==> src/rtl/uart_pkg.sv <==
// uart_pkg: shared UART state encoding, rate defaults and bit-time helper
package uart_pkg;

   localparam int DEF_BIT_RATE = 9600;
   localparam int DEF_CLK_HZ   = 100000000;

   typedef enum logic [2:0] {
      ST_IDLE,
      ST_START,
      ST_DATA,
      ST_STOP,
      ST_BREAK
   } tx_state_t;

   function automatic int cycles_per_bit(input int clk_hz, input int bit_rate);
      return clk_hz / bit_rate;
   endfunction

endpackage

==> src/rtl/uart_bit_timer.sv <==
// uart_bit_timer: reloadable down counter giving a one-cycle tick per bit time
module uart_bit_timer #(
   parameter int CYCLES = 10
) (
   input  logic clk,
   input  logic resetn,
   input  logic i_load,
   output logic o_tick
);

   localparam int W = $clog2(CYCLES + 1);
   localparam logic [W-1:0] RELOAD = W'(CYCLES - 1);

   logic [W-1:0] r_cnt;

   // count down to zero, restarting at the top on a tick or while held in load
   always_ff @(posedge clk or negedge resetn) begin
      if (!resetn) r_cnt <= '0;
      else r_cnt <= (i_load || r_cnt == '0) ? RELOAD : r_cnt - W'(1);
   end

   assign o_tick = !i_load && r_cnt == '0;

endmodule

==> src/rtl/uart_tx.sv <==
// uart_tx: UART transmitter with start/data/stop framing and BREAK generation
module uart_tx
   import uart_pkg::*;
#(
   parameter int BIT_RATE     = DEF_BIT_RATE,
   parameter int CLK_HZ       = DEF_CLK_HZ,
   parameter int PAYLOAD_BITS = 8,
   parameter int STOP_BITS    = 1
) (
   input  logic                    clk,
   input  logic                    resetn,
   output logic                    uart_txd,
   output logic                    tx_busy,
   input  logic                    tx_en,
   input  logic [PAYLOAD_BITS-1:0] tx_data,
   input  logic                    tx_break
);

   localparam int CPB = cycles_per_bit(CLK_HZ, BIT_RATE);
   localparam logic [3:0] LAST_DATA = 4'(PAYLOAD_BITS - 1);
   localparam logic [3:0] LAST_STOP = 4'(STOP_BITS - 1);
   localparam logic [3:0] LAST_BRK  = 4'(PAYLOAD_BITS + STOP_BITS);

   tx_state_t               r_state, w_state_nxt;
   logic [3:0]              r_idx, w_idx_nxt;
   logic [PAYLOAD_BITS-1:0] r_data;
   logic [7:0]              w_data8;
   logic                    r_txd, r_busy, w_txd_nxt, w_tick, w_load;

   assign w_load  = r_state == ST_IDLE;
   assign w_data8 = 8'(r_data);

   uart_bit_timer #(.CYCLES(CPB)) u_timer (
      .clk    (clk),
      .resetn (resetn),
      .i_load (w_load),
      .o_tick (w_tick)
   );

   // next state, bit/stop/break index and the line level the next state drives
   always_comb begin
      w_state_nxt = r_state;
      w_idx_nxt   = r_idx;
      case (r_state)
         ST_IDLE:  w_state_nxt = tx_break ? ST_BREAK : (tx_en ? ST_START : ST_IDLE);
         ST_START: w_state_nxt = w_tick ? ST_DATA : ST_START;
         ST_DATA:
            if (w_tick) begin
               if (r_idx == LAST_DATA) w_state_nxt = ST_STOP;
               else w_idx_nxt = r_idx + 4'd1;
            end
         ST_STOP:
            if (w_tick) begin
               if (r_idx == LAST_STOP) w_state_nxt = ST_IDLE;
               else w_idx_nxt = r_idx + 4'd1;
            end
         ST_BREAK:
            if (w_tick) begin
               if (r_idx != LAST_BRK) w_idx_nxt = r_idx + 4'd1;
               else if (!tx_break) w_state_nxt = ST_STOP;
            end
         default: w_state_nxt = ST_IDLE;
      endcase
      if (w_state_nxt != r_state) w_idx_nxt = '0;
      w_txd_nxt = (w_state_nxt == ST_DATA) ? w_data8[w_idx_nxt[2:0]] :
                  !(w_state_nxt == ST_START || w_state_nxt == ST_BREAK);
   end

   // state, index, captured byte and registered line outputs
   always_ff @(posedge clk or negedge resetn) begin
      if (!resetn) begin
         r_state <= ST_IDLE;
         r_idx   <= '0;
         r_data  <= '0;
         r_txd   <= 1'b1;
         r_busy  <= 1'b0;
      end else begin
         r_state <= w_state_nxt;
         r_idx   <= w_idx_nxt;
         r_txd   <= w_txd_nxt;
         r_busy  <= w_state_nxt != ST_IDLE;
         if (r_state == ST_IDLE && tx_en && !tx_break) r_data <= tx_data;
      end
   end

   assign uart_txd = r_txd;
   assign tx_busy  = r_busy;

endmodule
==> config.mk <==
export PLATFORM = sky130hd
export DESIGN_NAME = uart_tx
export DESIGN_NICKNAME = d
export VERILOG_FILES = /design/src/rtl/uart_pkg.sv /design/src/rtl/uart_bit_timer.sv /design/src/rtl/uart_tx.sv
export SDC_FILE = /design/constraint.sdc
export NUM_CORES = 1
export LEC_CHECK = 0
export ABC_AREA = 1
export ABC_CLOCK_PERIOD_IN_PS = 4800
export CORE_MARGIN = 4
export CORE_UTILIZATION = 50
export DETAILED_ROUTE_END_ITERATION = 12
export DONT_BUFFER_PORTS = 1
export SETUP_SLACK_MARGIN = 0.1
export SLEW_MARGIN = 30
export SYNTH_ARGS = -nofsm -noshare
export SYNTH_HDL_FRONTEND = slang
export SYNTH_SLANG_ARGS = --single-unit
==> constraint.sdc <==
create_clock -name clk -period 4.8 [get_ports clk]
set_input_delay 1.2 -clock clk [delete_from_list [all_inputs] [get_ports clk]]
set_output_delay 1.2 -clock clk [all_outputs]
set_load 0.01 [all_outputs]
==> results, run 1 <==
- The final standard cell count with taps included and fillers excluded is approximately 280.
- The maximum fanout count along the critical path is 11.
- The sequential share of the synthesized area is between 40 and 50%.
- After routing, the total negative slack on setup checks comes to 0 ps.
- The average cell area after synthesis is 8.17 um^2.
- The total length of routed wires is about 3400 um.
- The net count after synthesis is ~240.
- The capturing element type of the critical path is a register.
- The H-tree was split into 2 levels.
- For this run, design rule violations remaining after detail routing come to 0.
- The detail route stage leaves a number of antenna-violating nets equal to 0.
- For this block, the via count after detailed routing is approximately 1400.
- The post-route core utilization is 56.4%.
- The full die area is roughly 0.0047 mm^2.
- The via count of the first global-routing pass came to approximately 1300.
- In the post-route analysis, the smallest setup slack over all paths is 2220 ps.
- The x dimension of the die is just under 70 um.
- Setup repair after global routing left no endpoint under its margin.
- The worst setup path is of the in -> reg kind.
- For this run, asynchronously set or reset flops after synthesis account for 100%.
- The number of search-and-repair iterations in the first detailed-routing pass is 5.
- Across all register-to-register paths, the minimum setup slack is between 2000 and 3000 ps.
- At the placement stage, the worst setup path has a slack of around 1900 ps.
- 0 antenna diodes ended up in the layout.
- Setup violations remaining at the end of the flow were counted as 0.
- The count of endpoints failing hold in the final timing report is 0.
- The top cell types in the final layout, fill and taps aside, are 43 x sky130_fd_sc_hd__nand2_1, 30 x sky130_fd_sc_hd__dfrtp_1, 29 x sky130_fd_sc_hd__nor2_1.
- Across the VDD grid, the largest voltage drop is between 0.0002 and 0.00025 V.
- Derived from the worst setup path, the maximum achievable clock frequency is between 300 and 400 MHz.
- Summed over all nets, the half-perimeter wirelength after detailed placement is 2640 um.
- The switching power is between 300 and 400 uW.
- The run finished with clean final reports.
- Across the routed clock network, the largest skew measured is 13.0 ps.
- The fill cell instance count of the final layout is around 350.
- The final weighted congestion in routability-driven placement is 0.818.
- At the worst endpoint, the required time is 5070 ps.
- The worst hold margin is 443 ps.
- The net count reported at finish is roughly 250.
- The path class of the tightest hold or removal check is reg -> reg.
- The number of buffers created by CTS is 5.
- The proportion of power drawn by the clock network is 18.4%.
- Cells with a size suffix above 1 make up between 20% and 30% of the layout.
- Cell internal power was estimated by the tool at 490 uW.
- The register bit count reported by yosys is 31.
- In this run, post-CTS repair resized a total of 0 instances.
- The arrival time at the worst endpoint is approximately 2800 ps.
- The switching power share of the total is about two fifths.
- Across the run, the number of max-cap violations was 0.
- The power consumption is roughly 810 uW.
- The number of cell rows is 21.
- The core region is around 0.0034 mm^2.
- After clock tree synthesis, the clock-pin slew on the worst setup and hold paths is roughly 100 ps.
- From synthesis to final layout, the design area changed by 6.14%.
- Entering global routing, the biggest net connects 32 pins.
- In this run the count of I/O pins placed on the die edge is 14.
- The final max-slew violation count is 0.
- The root cell of the clock tree is sky130_fd_sc_hd__clkbuf_4.
- The cell area power density is 422 mW/mm^2.
- Global routing used between 10% and 20% of the available tracks.
- In the final routed layout, each cell accounts on average for around 12 um.
- Dividing the detail-routed via count by the number of cells gives ~5.
- In this run the deepest clock path goes through 2 buffers.
- For this design the static power due to leakage is about 0.90 nW.
- The cell area after placement is between 0.0015 and 0.002 mm^2.
- Global routing finished with a remaining overflow of 0.
- The number of buffers added to fix hold violations after cts is 0.
- Measured against its own limit, the worst slew margin works out to 62.8%.
- Synthesis handed over a netlist of 222 instances.
- Post-CTS timing repair inserted 0 buffers for setup.
- The count of unique library cells instantiated by Yosys is 31.
- The number of clock sinks seen by CTS is 31.
- The number of antenna violations at the first check in global routing is 0.
- The type of origin of the critical path is an input port.
- The effective utilization at floorplan is a little over half.
- The die span in y is 68.2 um.
- In this run, the combinational gates consume around 37% of the power.
- In the synthesized netlist the dominant register cell turns out to be sky130_fd_sc_hd__dfrtp_1.
- The number of buffers inserted by port buffering is 0.
- The first global-routing pass estimated about 5800 um of wire.
- After the first detailed-routing iteration, the DRC count stood at between 80 and 90.
- The final instance area is roughly 0.0019 mm^2.
- TritonCTS built the clock tree.
- The post-layout minimum cycle time is roughly 2600 ps.
- Summing every instance area after synthesis gives roughly 0.0018 mm^2.
- The portion of the clock cycle consumed by the worst path in the final layout is ~54%.
- The leading cell type in the layout, fill and taps excluded is sky130_fd_sc_hd__nand2_1.
- The transition time of the tightest slew-check pin is 556 ps.
- The number of warnings reported in the yosys synthesis log is 0.
- Counting flops with a built-in enable in the synthesized netlist gives 0.
- For the worst-skew pair, the clock arrives at the later sink with an insertion delay of 330 ps.
- In this run, placement finished with an instance count of 267.
- The share of total power in sequential cells is between 40% and 50%.
-- worst max-delay path: stages --
cell and delay [ps]:
sky130_fd_sc_hd__inv_1 90, sky130_fd_sc_hd__nand4_1 470, sky130_fd_sc_hd__nand2_2 290, sky130_fd_sc_hd__nor2_4 60, sky130_fd_sc_hd__nand3_4 80, sky130_fd_sc_hd__nand2_1 70
sky130_fd_sc_hd__nand2_2 80, sky130_fd_sc_hd__nand3_2 110, sky130_fd_sc_hd__nand2_1 90, sky130_fd_sc_hd__nand3_1 70, sky130_fd_sc_hd__nand2_1 80, sky130_fd_sc_hd__nand2_1 50
sky130_fd_sc_hd__nand3_1 60, sky130_fd_sc_hd__nand2_1 50
-- kinds of logic (layout without fill, tap and decap cells) --
group	count (synthesis)	in the layout	share of synthesized area (%)
compound gates	17	17	5.10
xor+xnor	5	5	2.41
fa+ha+maj	5	5	3.45
buf+inv	33	40	6.90
flops	31	31	42.8
mux	6	6	3.72
simple gates	125	125	35.6
-- power by group through the flow --
| stage | clock network, mW | logic [mW] | registers (mW) |
|---|---|---|---|
| 3_5_place_dp | 0 | 0.297 | 0.372 |
| 4_1_cts | 0.157 | 0.300 | 0.366 |
| 5_1_grt | 0.173 | 0.340 | 0.375 |
| 3_3_place_gp | 0 | 0.290 | 0.372 |
| 6_report | 0.149 | 0.298 | 0.365 |
| 2_1_floorplan | 0 | 0.248 | 0.362 |
-- Yosys cell counts, types with 2 or more instances --
| cell type | count | area share [%] |
|---|---|---|
| sky130_fd_sc_hd__o21ai_0 | 7 | 1.9 |
| sky130_fd_sc_hd__ha_1 | 5 | 3.4 |
| sky130_fd_sc_hd__mux2_2 | 6 | 3.7 |
| sky130_fd_sc_hd__xnor2_1 | 3 | 1.4 |
| sky130_fd_sc_hd__inv_1 | 26 | 5.4 |
| sky130_fd_sc_hd__nand4_1 | 7 | 2.4 |
| sky130_fd_sc_hd__nand3_2 | 2 | 1.1 |
| sky130_fd_sc_hd__dfrtp_1 | 30 | 41 |
| sky130_fd_sc_hd__nor3_1 | 3 | 0.83 |
| sky130_fd_sc_hd__nor2_1 | 29 | 6.0 |
| sky130_fd_sc_hd__nand2_1 | 43 | 8.9 |
| sky130_fd_sc_hd__inv_2 | 5 | 1.0 |
| sky130_fd_sc_hd__nor2_4 | 4 | 2.5 |
| sky130_fd_sc_hd__a21oi_1 | 6 | 1.7 |
| sky130_fd_sc_hd__nand2_2 | 8 | 2.8 |
| sky130_fd_sc_hd__nand3_4 | 3 | 2.9 |
| sky130_fd_sc_hd__nor2_2 | 6 | 2.1 |
| sky130_fd_sc_hd__nand3_1 | 15 | 4.1 |
| sky130_fd_sc_hd__xor2_1 | 2 | 0.97 |
-- final timing paths --
path / endpoint / cells after the start / from
max: uart_txd / 14 / tx_break
min: u_timer.r_cnt[0] / 1 / u_timer.r_cnt[0]
max reg2reg: uart_txd / 14 / r_state[0]
min reg2reg: u_timer.r_cnt[0] / 1 / u_timer.r_cnt[0]
max in group asynchronous: uart_txd / 0 / resetn
min in group asynchronous: r_idx[3] / 0 / resetn
-- state kept, by name, indices dropped and copies added, names as in the netlist --
signal and cells:
r_data 8, r_idx 4, r_state 3, tx_busy 1, u_timer.r_cnt 14, uart_txd 1
-- layer usage --
metal	track usage (%)	part of all wire, %	vias to the layer above
li1	-	-	721
met1	23.4	48	659
met2	25.3	45	34
met3	5.58	6.3	2
met4	5.96	0.82	0
met5	0	0	-
-- area by class of cell --
| class | count | area, um^2 | area share (%) |
|---|---|---|---|
| clock inverter | 3 | 20.0 | 1.04 |
| tap | 46 | 57.6 | 2.99 |
| multi-input combinational | 158 | 912 | 47.4 |
| clock buffer | 5 | 37.5 | 1.95 |
| inverter | 32 | 121 | 6.30 |
| sequential | 31 | 777 | 40.4 |
(Power assumes the default switching activity.)
==> run 2, diff against run 1 <==
- ABC_CLOCK_PERIOD_IN_PS: 4800 -> 2200
- PLACE_DENSITY: unset -> 0.68
- clock period: 4.8 -> 2.2 ns (I/O delays scaled with it)
==> run 2 against run 1 <==
First-iteration DRC count up 2.4%. Highest routed layer unchanged. Global-route usage up 0.54 points. Worst setup slack worse by 2100 ps. Design area up 7.1%. Largest cell class unchanged. Register-to-register slack worse by 2500 ps. Count of clock-buffer cells in the layout unchanged.
==> results, run 2 (same netlist as run 1, synthesis figures left out) <==
- The CTS clock-pin slew for the worst setup and hold paths is around 110 ps.
- The finished cells cover approximately 0.0021 mm^2.
- After floorplanning, the core was divided into 21 placement rows.
- In the layout the commonest cells are 40 x sky130_fd_sc_hd__nand2_1, 29 x sky130_fd_sc_hd__dfrtp_1, 26 x sky130_fd_sc_hd__nor2_1.
- STA puts the critical path data required time at between 2000 and 3000 ps.
- The routed design has about 3600 um of wire.
- The number of diodes added for antenna fixing is 0.
- Dividing the detail-routed wire length by the instance count gives between 10 and 15 um.
- The flow ran to the end, and the final reports show no timing, DRC or antenna violations.
- Static timing analysis puts the maximum clock frequency at about 500 MHz.
- The worst hold path belongs to the class in -> async.
- The standby leakage power is 0.953 nW.
- Setup repair after global routing could not meet its margin everywhere.
- The final layout contains 254 nets.
- The headroom to the max-slew limit is between 70% and 80%.
- The cell area after placement is between 0.0015 and 0.002 mm^2.
- The maximum fanout count along the critical path is 4.
- The clock arrives with roughly 15 ps of skew.
- The first global-routing pass estimated 5870 um of wire.
- Dividing the detail-routed via count by the number of cells gives about 5.
- The tree is rooted in a sky130_fd_sc_hd__clkbuf_4.
- For this configuration, the core starts out at a cell density of ~53%.
- The remaining routing DRC violations is 0.
- The final critical-path setup slack is between 100 and 150 ps.
- The register with the most flip-flops in the layout has 14 of them.
- Cells fill between 60 and 70% of the core in the end.
- The first-iteration detailed-routing DRC count is 84.
- The floorplan step set the die height to 68.2 um.
- The floorplan step defined a die boundary enclosing about 0.0047 mm^2.
- The final max-slew violation count is 0.
- The capturing element type of the critical path is a register.
- The pin count of the biggest net entering global routing is 31.
- The number of antenna violations at the first check in global routing is 0.
- TritonCTS built the clock tree.
- The total number of vias is approximately 1500.
- Counting along the longest clock path gives a buffer depth of 2.
- The arrival time at the worst endpoint is about 2400 ps.
- The cell area power density is 943 mW/mm^2.
- The number of clock sinks seen by CTS is 31.
- The type of origin of the critical path is a register.
- Max-cap violations in this run came to 0.
- At the placement stage, the worst setup path has a slack of ~190 ps.
- The H-tree was split into 2 levels.
- The worst-case IR drop observed on VDD is approximately 0.00046 V.
- Once detailed placement completed, the half-perimeter wirelength came to 2600 um.
- The critical path's top delay family is simple AND/OR/NAND/NOR gates.
- The fraction of final layout cells sized beyond drive strength 1 is 26.9%.
- The transition time of the tightest slew-check pin is 350 ps.
- The cell with the largest stage delay on the worst path is sky130_fd_sc_hd__or3_1.
- The portion of the clock cycle consumed by the worst path in the final layout is around 93%.
- The number of buffers inserted by port buffering is 0.
- The I/O pin count is 14.
- Counting both buffers and inverters, the worst setup path holds a total of 1.
- The worst register-to-register path has a setup slack of approximately 150 ps.
- The worst hold margin is around 27 ps.
- Counting the fill cells in the layout gives a little under 300.
- Summed over all layers, the global routing overflow is 0.
- Counting flops per register, the top entry is u_timer.r_cnt.
- The via count of the first global-routing pass was ~1400.
- The area growth from synthesis to layout is 13.7%.
- The startpoint-to-endpoint class of the critical path is reg -> reg.
- At the later pin of the worst-skew pair, clock insertion delay measures between 300 and 400 ps.
- The number of buffers created by CTS is 5.
- In the final layout, the registers with the most flip-flops are u_timer.r_cnt: 14 flops, r_data: 8 flops, r_idx: 4 flops.
- Traced cell by cell, the critical path runs through inv_1 -> ha_1 -> nand2_2 -> nor2_4 -> nand3_4 -> o21ai_1 -> o21ai_0 -> or3_1 -> nand2_1.
- The standard cell core area is 0.00342 mm^2.
- Leaving out fill and tap cells, the most frequent cell in the layout is sky130_fd_sc_hd__nand2_1.
- The number of nets with antenna violations after detailed routing is 0.
- The routed design could run at a clock period as short as ~2100 ps.
- The number of setup violations in the final report is 0.
- Across every metal layer, demand over resource in global routing totals between 10% and 20%.
- From left edge to right edge, the die measures just under 70 um.
- At the end of routability-driven placement, the weighted congestion stood at approximately 0.95.
- The count of endpoints failing hold in the final timing report came to 0.
- The number of search-and-repair iterations in the first detailed-routing pass is 4.
- The delay contributed by the slowest stage of the critical path is 440 ps.
[run 2: power by group]
group	switching (mW)	internal, mW
Clock	0.213	0.122
Combinational	0.486	0.313
Sequential	0.0938	0.716
Total	0.793	1.15
[run 2: final timing paths]
kind                                        from          endpoint  cells after the start
worst min-delay path                      resetn          uart_txd                      0
worst max register to register  u_timer.r_cnt[1]          uart_txd                      9
worst max-delay path            u_timer.r_cnt[1]          uart_txd                      9
max in group asynchronous                 resetn         r_data[6]                      2
worst min register to register  u_timer.r_cnt[0]  u_timer.r_cnt[0]                      1
min in group clk                      tx_data[1]         r_data[1]                      1
[run 2: stage by stage]
step	instances	TNS (ps)	power, mW
4_1_cts	278	0	1.85
6_report	284	0	1.94
2_1_floorplan	222	0	1.33
3_3_place_gp	269	0	1.48
3_5_place_dp	269	0	1.49
5_1_grt	284	-62.9	2.10
[run 2: cell type report]
| type | count | area, um^2 | share of cell area, % |
|---|---|---|---|
| clock buffers | 5 | 37.5 | 1.82 |
| flip-flops and latches | 31 | 778 | 37.7 |
| repair buffers | 9 | 82.6 | 4.00 |
| multi-input cells | 158 | 965 | 46.8 |
| clock inverters | 3 | 20.0 | 0.971 |
| well taps | 46 | 57.6 | 2.79 |
| inverters | 32 | 121 | 5.89 |
[run 2: worst reg2reg max path: stages, from the launching register on]
cell and delay (ps):
sky130_fd_sc_hd__dfrtp_1 370, sky130_fd_sc_hd__inv_1 90, sky130_fd_sc_hd__ha_1 170, sky130_fd_sc_hd__nand2_2 70, sky130_fd_sc_hd__nor2_4 160, sky130_fd_sc_hd__nand3_4 120, sky130_fd_sc_hd__o21ai_1 270, sky130_fd_sc_hd__o21ai_0 230
sky130_fd_sc_hd__or3_1 440, sky130_fd_sc_hd__nand2_1 80
[run 2: what timing repair did]
item / CTS / global route
hold endpoints to repair: 30 / 11
hold buffers: 1 / 1
buffers inserted: 0 / 5
endpoints found under the setup margin: 0 / 1
gates resized for setup: 0 / 14
[run 2: routing by layer]
layer  global-route usage, %  up-vias  wire length (um)
li1                        -      741                 -
met1                    23.4      657              1630
met2                    25.6       55              1610
met3                    6.08        6               252
met4                    8.44        0                62
met5                       0        -                 0
==> patch 1 (settings of run 2) <==
Compare `r_idx` against `LAST_DATA` with >= in place of ==.
--- a/src/rtl/uart_tx.sv
+++ b/src/rtl/uart_tx.sv
@@ -47,5 +47,5 @@
          ST_DATA:
             if (w_tick) begin
-               if (r_idx == LAST_DATA) w_state_nxt = ST_STOP;
+               if (r_idx >= LAST_DATA) w_state_nxt = ST_STOP;
                else w_idx_nxt = r_idx + 4'd1;
             end
Function: same outputs for any inputs over 10 cycles, from zero or initial values and one cycle with resetn low; that may be too few to reach the edited logic, so the function may still have changed.
==> patch 1 against run 2 <==
  * Die area is 4.4% higher
  * Total power is 6.0% higher
  * Utilization is 3.2 points higher
  * Area after synthesis is 5.0% higher
  * Routed wire length is 12% higher
  * Sequential cell count stayed put
  * Design area is 13% higher
  * Setup slack better by 0.030 ns
  * Non-clock buffer count is 9 higher
  * Maximum frequency is 1.5% higher
  * Highest routed layer unchanged
==> patch 1: results (changes against run 2) <==
<table>
<tr><th>Metric</th><th>Value</th></tr>
<tr><th colspan="2">Run status</th></tr>
<tr><td>Result of the run</td><td>finished, final reports clean (unchanged)</td></tr>
<tr><th colspan="2">Global route</th></tr>
<tr><td>Number of global-route vias before repair</td><td>1,428 (was 1,369)</td></tr>
<tr><td>Global Route met2 Usage</td><td>0.237 (was 0.256)</td></tr>
<tr><td>GR Util All Layers</td><td>0.163 (was 0.177)</td></tr>
<tr><th colspan="2">Synth</th></tr>
<tr><td>Nets in the synthesized netlist</td><td>255 (was 239)</td></tr>
<tr><td>Number of library cell types mapped by synthesis</td><td>30 (was 31)</td></tr>
<tr><td>Top cells by area in the synthesized netlist</td><td>dfrtp_1 (39%), nand2_1 (7.7%), inv_1 (6.3%), nor2_1 (5.7%), a21oi_1 (4.7%) (was dfrtp_1 (41%), nand2_1 (8.9%), nor2_1 (6.0%), inv_1 (5.4%), nand3_1 (4.1%))</td></tr>
<tr><td>Post-synthesis sequential area ratio</td><td>0.408 (was 0.428)</td></tr>
<tr><th colspan="2">Worst setup path</th></tr>
<tr><td>Stage delay of the slowest cell on the critical path</td><td>0.40 ns (was 0.44 ns)</td></tr>
<tr><td>Cell depth of the worst flop-to-flop path</td><td>12 (was 9)</td></tr>
<tr><td>Minimum setup slack among reg-to-reg paths</td><td>0.18 ns (was 0.15 ns)</td></tr>
<tr><td>Origin of the critical flop-to-flop path</td><td>u_timer.r_cnt[4] (was u_timer.r_cnt[1])</td></tr>
<tr><th colspan="2">Route</th></tr>
<tr><td>Drt total wl</td><td>3990 um (was 3560 um)</td></tr>
<tr><td>Iteration-0 DRC count of the detailed router</td><td>77 (was 84)</td></tr>
<tr><th colspan="2">Finish</th></tr>
<tr><td>Share of cells above drive strength 1</td><td>0.338 (was 0.269)</td></tr>
<tr><th colspan="2">Placement</th></tr>
<tr><td>Post-DP HPWL</td><td>2730 um (was 2600 um)</td></tr>
<tr><th colspan="2">Power</th></tr>
<tr><td>Worst IR drop on VDD</td><td>0.598 mV (was 0.459 mV)</td></tr>
<tr><td>Leakage component of the power</td><td>0.00110 uW (was 0.000953 uW)</td></tr>
<tr><th colspan="2">CTS</th></tr>
<tr><td>Cell chosen for the clock root</td><td>clkbuf_8 (was clkbuf_4)</td></tr>
<tr><th colspan="2">STA</th></tr>
<tr><td>Final setup skew</td><td>0.00990 ns (was 0.0145 ns)</td></tr>
</table>
[patch 1: final cells by class]
class,instances,area [um2],area share
multi-input combinational,166,1080,0.465
sequential,31,779,0.335
inverter,40,155,0.0667
timing repair buffer,18,151,0.0651
clock buffer,8,100,0.0430
tap,48,60.1,0.0258
[patch 1: layer usage]
metal,wire (um),vias to the layer above
li1,-,807
met5,0,-
met3,207,10
met4,80,0
met1,1840,745
met2,1860,33
[patch 1: power breakdown]
part	switching [uW]	total, uW	internal [uW]
Combinational	507	761	255
Clock	196	481	285
Sequential	103	817	713
[patch 1: worst register-to-register path: cells and delay by family, from the launching register on]
family / cells / cell delay (ns)
AO/OA/AOI/OAI: 2 / 0.37
AND/OR/NAND/NOR: 8 / 1.07
buffers and inverters: 2 / 0.13
flip-flops: 1 / 0.40
[patch 1: how the worst max path moves through the flow]
stage	endpoint	slack (ns)	cells past startpoint
5_1_grt	uart_txd	0.02	16
3_3_place_gp	uart_txd	0.13	16
4_1_cts	uart_txd	0.11	16
3_5_place_dp	uart_txd	0.09	16
6_report	uart_txd	0.18	12
2_1_floorplan	uart_txd	0.35	15
[patch 1: metrics by stage]
stage	std cells	area [um2]	setup WS (ns)	power, uW	hold WS, ns
6_report	311	2330	0.176	2060	0.0829
5_1_grt	311	2330	0.0154	2230	0.0854
4_1_cts	298	2120	0.112	2010	0.0884
3_5_place_dp	286	1970	0.0865	1460	0.255
3_3_place_gp	286	1970	0.132	1450	0.255
2_1_floorplan	238	1900	0.349	1320	0.254
[patch 1: repair_timing]
action	4_1_cts	5_1_grt
buffers inserted	3	13
resized for setup	3	30
pin swaps	5	24
hold endpoints to repair	30	0
hold buffers	1	0
endpoints found under the setup margin	1	1
[patch 1: logic make-up (layout without fill, tap and decap cells)]
logic type                 count (synthesis)  after routing  share of synthesized area
DFF                                       31             31                      0.408
buffers and inverters                     41             66                     0.0808
xor gates and xnor gates                   5              5                     0.0230
adders and majority gates                  5              5                     0.0329
AOI/OAI and AO/OA                         27             27                     0.0815
muxes                                      1              1                    0.00591
and+or+nand+nor                          128            128                      0.368
==> patch 2 (settings of run 2) <==
Without the edit above. `DEF_BIT_RATE`: 9600 -> 4800.
--- a/src/rtl/uart_pkg.sv
+++ b/src/rtl/uart_pkg.sv
@@ -2,5 +2,5 @@
 package uart_pkg;
 
-   localparam int DEF_BIT_RATE = 9600;
+   localparam int DEF_BIT_RATE = 4800;
    localparam int DEF_CLK_HZ   = 100000000;
 
Behaviour: no difference found for any inputs over 10 cycles, from zero or initial values and one cycle with resetn low; that may be too few to reach the edited logic, so the function may still have changed.
==> patch 2 against run 2 <==
  * Sequential share of layout area decreased by 2.4 points
  * Clock skew decreased by 0.0059 ns
  * Total power increased by 20%
  * Setup slack got worse by 0.13 ns
  * Clock power increased by 38%
  * Area after synthesis increased by 7.6%
  * Sequential cell count increased by 1
  * Synthesized cell count increased by 9.0%
  * Routed wire length increased by 7.1%
  * Design area increased by 10%
  * Critical path type unchanged
  * Largest cell class unchanged
  * Largest power group is now combinational logic
  * Highest routed layer unchanged
==> patch 2: results (changes against run 2) <==
<table>
<tr><th>Metric</th><th>Value</th></tr>
<tr><th colspan="2">Finish</th></tr>
<tr><td>Post-layout net count</td><td>274 (was 254)</td></tr>
<tr><td>Share of cells above drive strength 1</td><td>0.236 (was 0.269)</td></tr>
<tr><td>Biggest registers after layout</td><td>u_timer.r_cnt: 15 flops, r_data: 8 flops, r_idx: 4 flops (was u_timer.r_cnt: 14 flops, r_data: 8 flops, r_idx: 4 flops)</td></tr>
<tr><th colspan="2">Power</th></tr>
<tr><td>Worst IR drop on VDD</td><td>0.686 mV (was 0.459 mV)</td></tr>
<tr><td>Internal power</td><td>1360 uW (was 1150 uW)</td></tr>
<tr><th colspan="2">Placement</th></tr>
<tr><td>Last weighted congestion value of the routability-driven placer</td><td>0.899 (was 0.954)</td></tr>
<tr><td>Post-DP HPWL</td><td>2750 um (was 2600 um)</td></tr>
<tr><td>Placement Cell Area</td><td>2030 um2 (was 1880 um2)</td></tr>
<tr><th colspan="2">Worst setup path</th></tr>
<tr><td>Largest driver fanout on the critical path</td><td>6 (was 4)</td></tr>
<tr><td>Cell with the biggest individual delay on the critical path</td><td>or3b_2 (was or3_1)</td></tr>
<tr><td>Worst endpoint data arrival time</td><td>2.40 ns (was 2.35 ns)</td></tr>
<tr><td>Stage delay of the slowest cell on the critical path</td><td>0.46 ns (was 0.44 ns)</td></tr>
<tr><th colspan="2">Global route</th></tr>
<tr><td>Number of global-route vias before repair</td><td>1,452 (was 1,369)</td></tr>
<tr><th colspan="2">Synth</th></tr>
<tr><td>Nets in the synthesized netlist</td><td>258 (was 239)</td></tr>
<tr><td>Post-synthesis sequential area ratio</td><td>0.411 (was 0.428)</td></tr>
<tr><td>Synth Area in Compound Gates</td><td>0.0615 (was 0.0510)</td></tr>
<tr><td>Top cells by area in the synthesized netlist</td><td>dfrtp_1 (40%), nor2_1 (7.3%), inv_1 (6.9%), nand2_1 (5.8%), nand3_1 (4.6%) (was dfrtp_1 (41%), nand2_1 (8.9%), nor2_1 (6.0%), inv_1 (5.4%), nand3_1 (4.1%))</td></tr>
<tr><td>Xor/xnor cell area share of the yosys netlist</td><td>0.0314 (was 0.0241)</td></tr>
<tr><th colspan="2">STA</th></tr>
<tr><td>Max_slew headroom</td><td>0.702 (was 0.764)</td></tr>
<tr><td>Final setup skew</td><td>0.00866 ns (was 0.0145 ns)</td></tr>
<tr><th colspan="2">Route</th></tr>
<tr><td>Iteration-0 DRC count of the detailed router</td><td>78 (was 84)</td></tr>
<tr><td>Drt wl/cell</td><td>12.4 um (was 12.5 um)</td></tr>
<tr><td>Routed vias/inst</td><td>4.97 (was 5.14)</td></tr>
<tr><th colspan="2">Run status</th></tr>
<tr><td>Result of the run</td><td>finished, final reports clean (unchanged)</td></tr>
<tr><th colspan="2">CTS</th></tr>
<tr><td>Cell chosen for the clock root</td><td>clkbuf_8 (was clkbuf_4)</td></tr>
</table>
## patch 2: cells by family (layout without fill, tap and decap cells)
group	Yosys count	in the layout
flops	32	32
fa+ha+maj	4	4
compound gates	24	24
buf+inv	44	61
xor+xnor	7	7
simple gates	131	131
## patch 2: through the flow
| stage | hold slack (ns) | std cells | TNS (ns) | worst slack (ns) |
|---|---|---|---|---|
| finish | 0.0859 | 307 | 0 | 0.0187 |
| global route | 0.0855 | 307 | -0.113 | -0.113 |
| global placement | 0.255 | 292 | 0 | 0.0576 |
| CTS | 0.0868 | 302 | 0 | 0.102 |
| floorplan | 0.254 | 242 | 0 | 0.219 |
| detailed placement | 0.255 | 292 | 0 | 0.0541 |
## patch 2: path summary, 6_finish.rpt
kind | from | to | slack [ns] | cells after the start
setup reg to reg | u_timer.r_cnt[10] | uart_txd | 0.02 | 11
hold / removal | resetn | u_timer.r_cnt[11] | 0.09 | 1
hold reg to reg | r_data[0] | r_data[0] | 0.51 | 2
min in group clk | tx_data[3] | r_data[3] | 0.43 | 2
setup / recovery | u_timer.r_cnt[10] | uart_txd | 0.02 | 11
max in group asynchronous | resetn | r_idx[2] | 1.95 | 1
## patch 2: timing repair
item                                   in CTS  in global routing
pin swaps                                   4                 11
gates resized for setup                     3                 13
hold buffers                                1                  0
setup endpoints to repair                   1                  2
buffers inserted                            1                  5
endpoints found under the hold margin      31                  0
## patch 2: worst register-to-register path, stage by stage (launching register included)
cell and delay, ns:
dfrtp_1 0.42, nor2_2 0.16, nand2_2 0.11, nor2_4 0.22, nand4_1 0.13, nand2_2 0.17
nand3_4 0.11, buf_4 0.15, inv_2 0.05, nor2_1 0.05, or3b_2 0.46, nand2_1 0.08
## patch 2: layout make-up
type	instances	area, um2	area share
Clock inverter	2	10.0	0.00442
Inverter	42	158	0.0695
Timing Repair Buffer	11	95.1	0.0419
Sequential cell	32	802	0.354
Tap cell	48	60.1	0.0265
Multi-Input combinational cell	166	1060	0.467
Clock buffer	6	82.6	0.0364
## patch 2: layer usage
metal	vias to the layer above	share of wire	GRT usage
met3	6	0.037	0.0388
li1	806	-	-
met4	0	0.011	0.0383
met2	29	0.45	0.242
met1	684	0.50	0.251
met5	-	0	0
## patch 2: power groups by stage
stage | Sequential (uW) | Combinational [uW] | Clock [uW]
finish | 859 | 1020 | 462
global route | 878 | 1160 | 501
CTS | 857 | 940 | 474
detailed placement | 868 | 888 | 0
global placement | 865 | 877 | 0
floorplan | 848 | 712 | 0
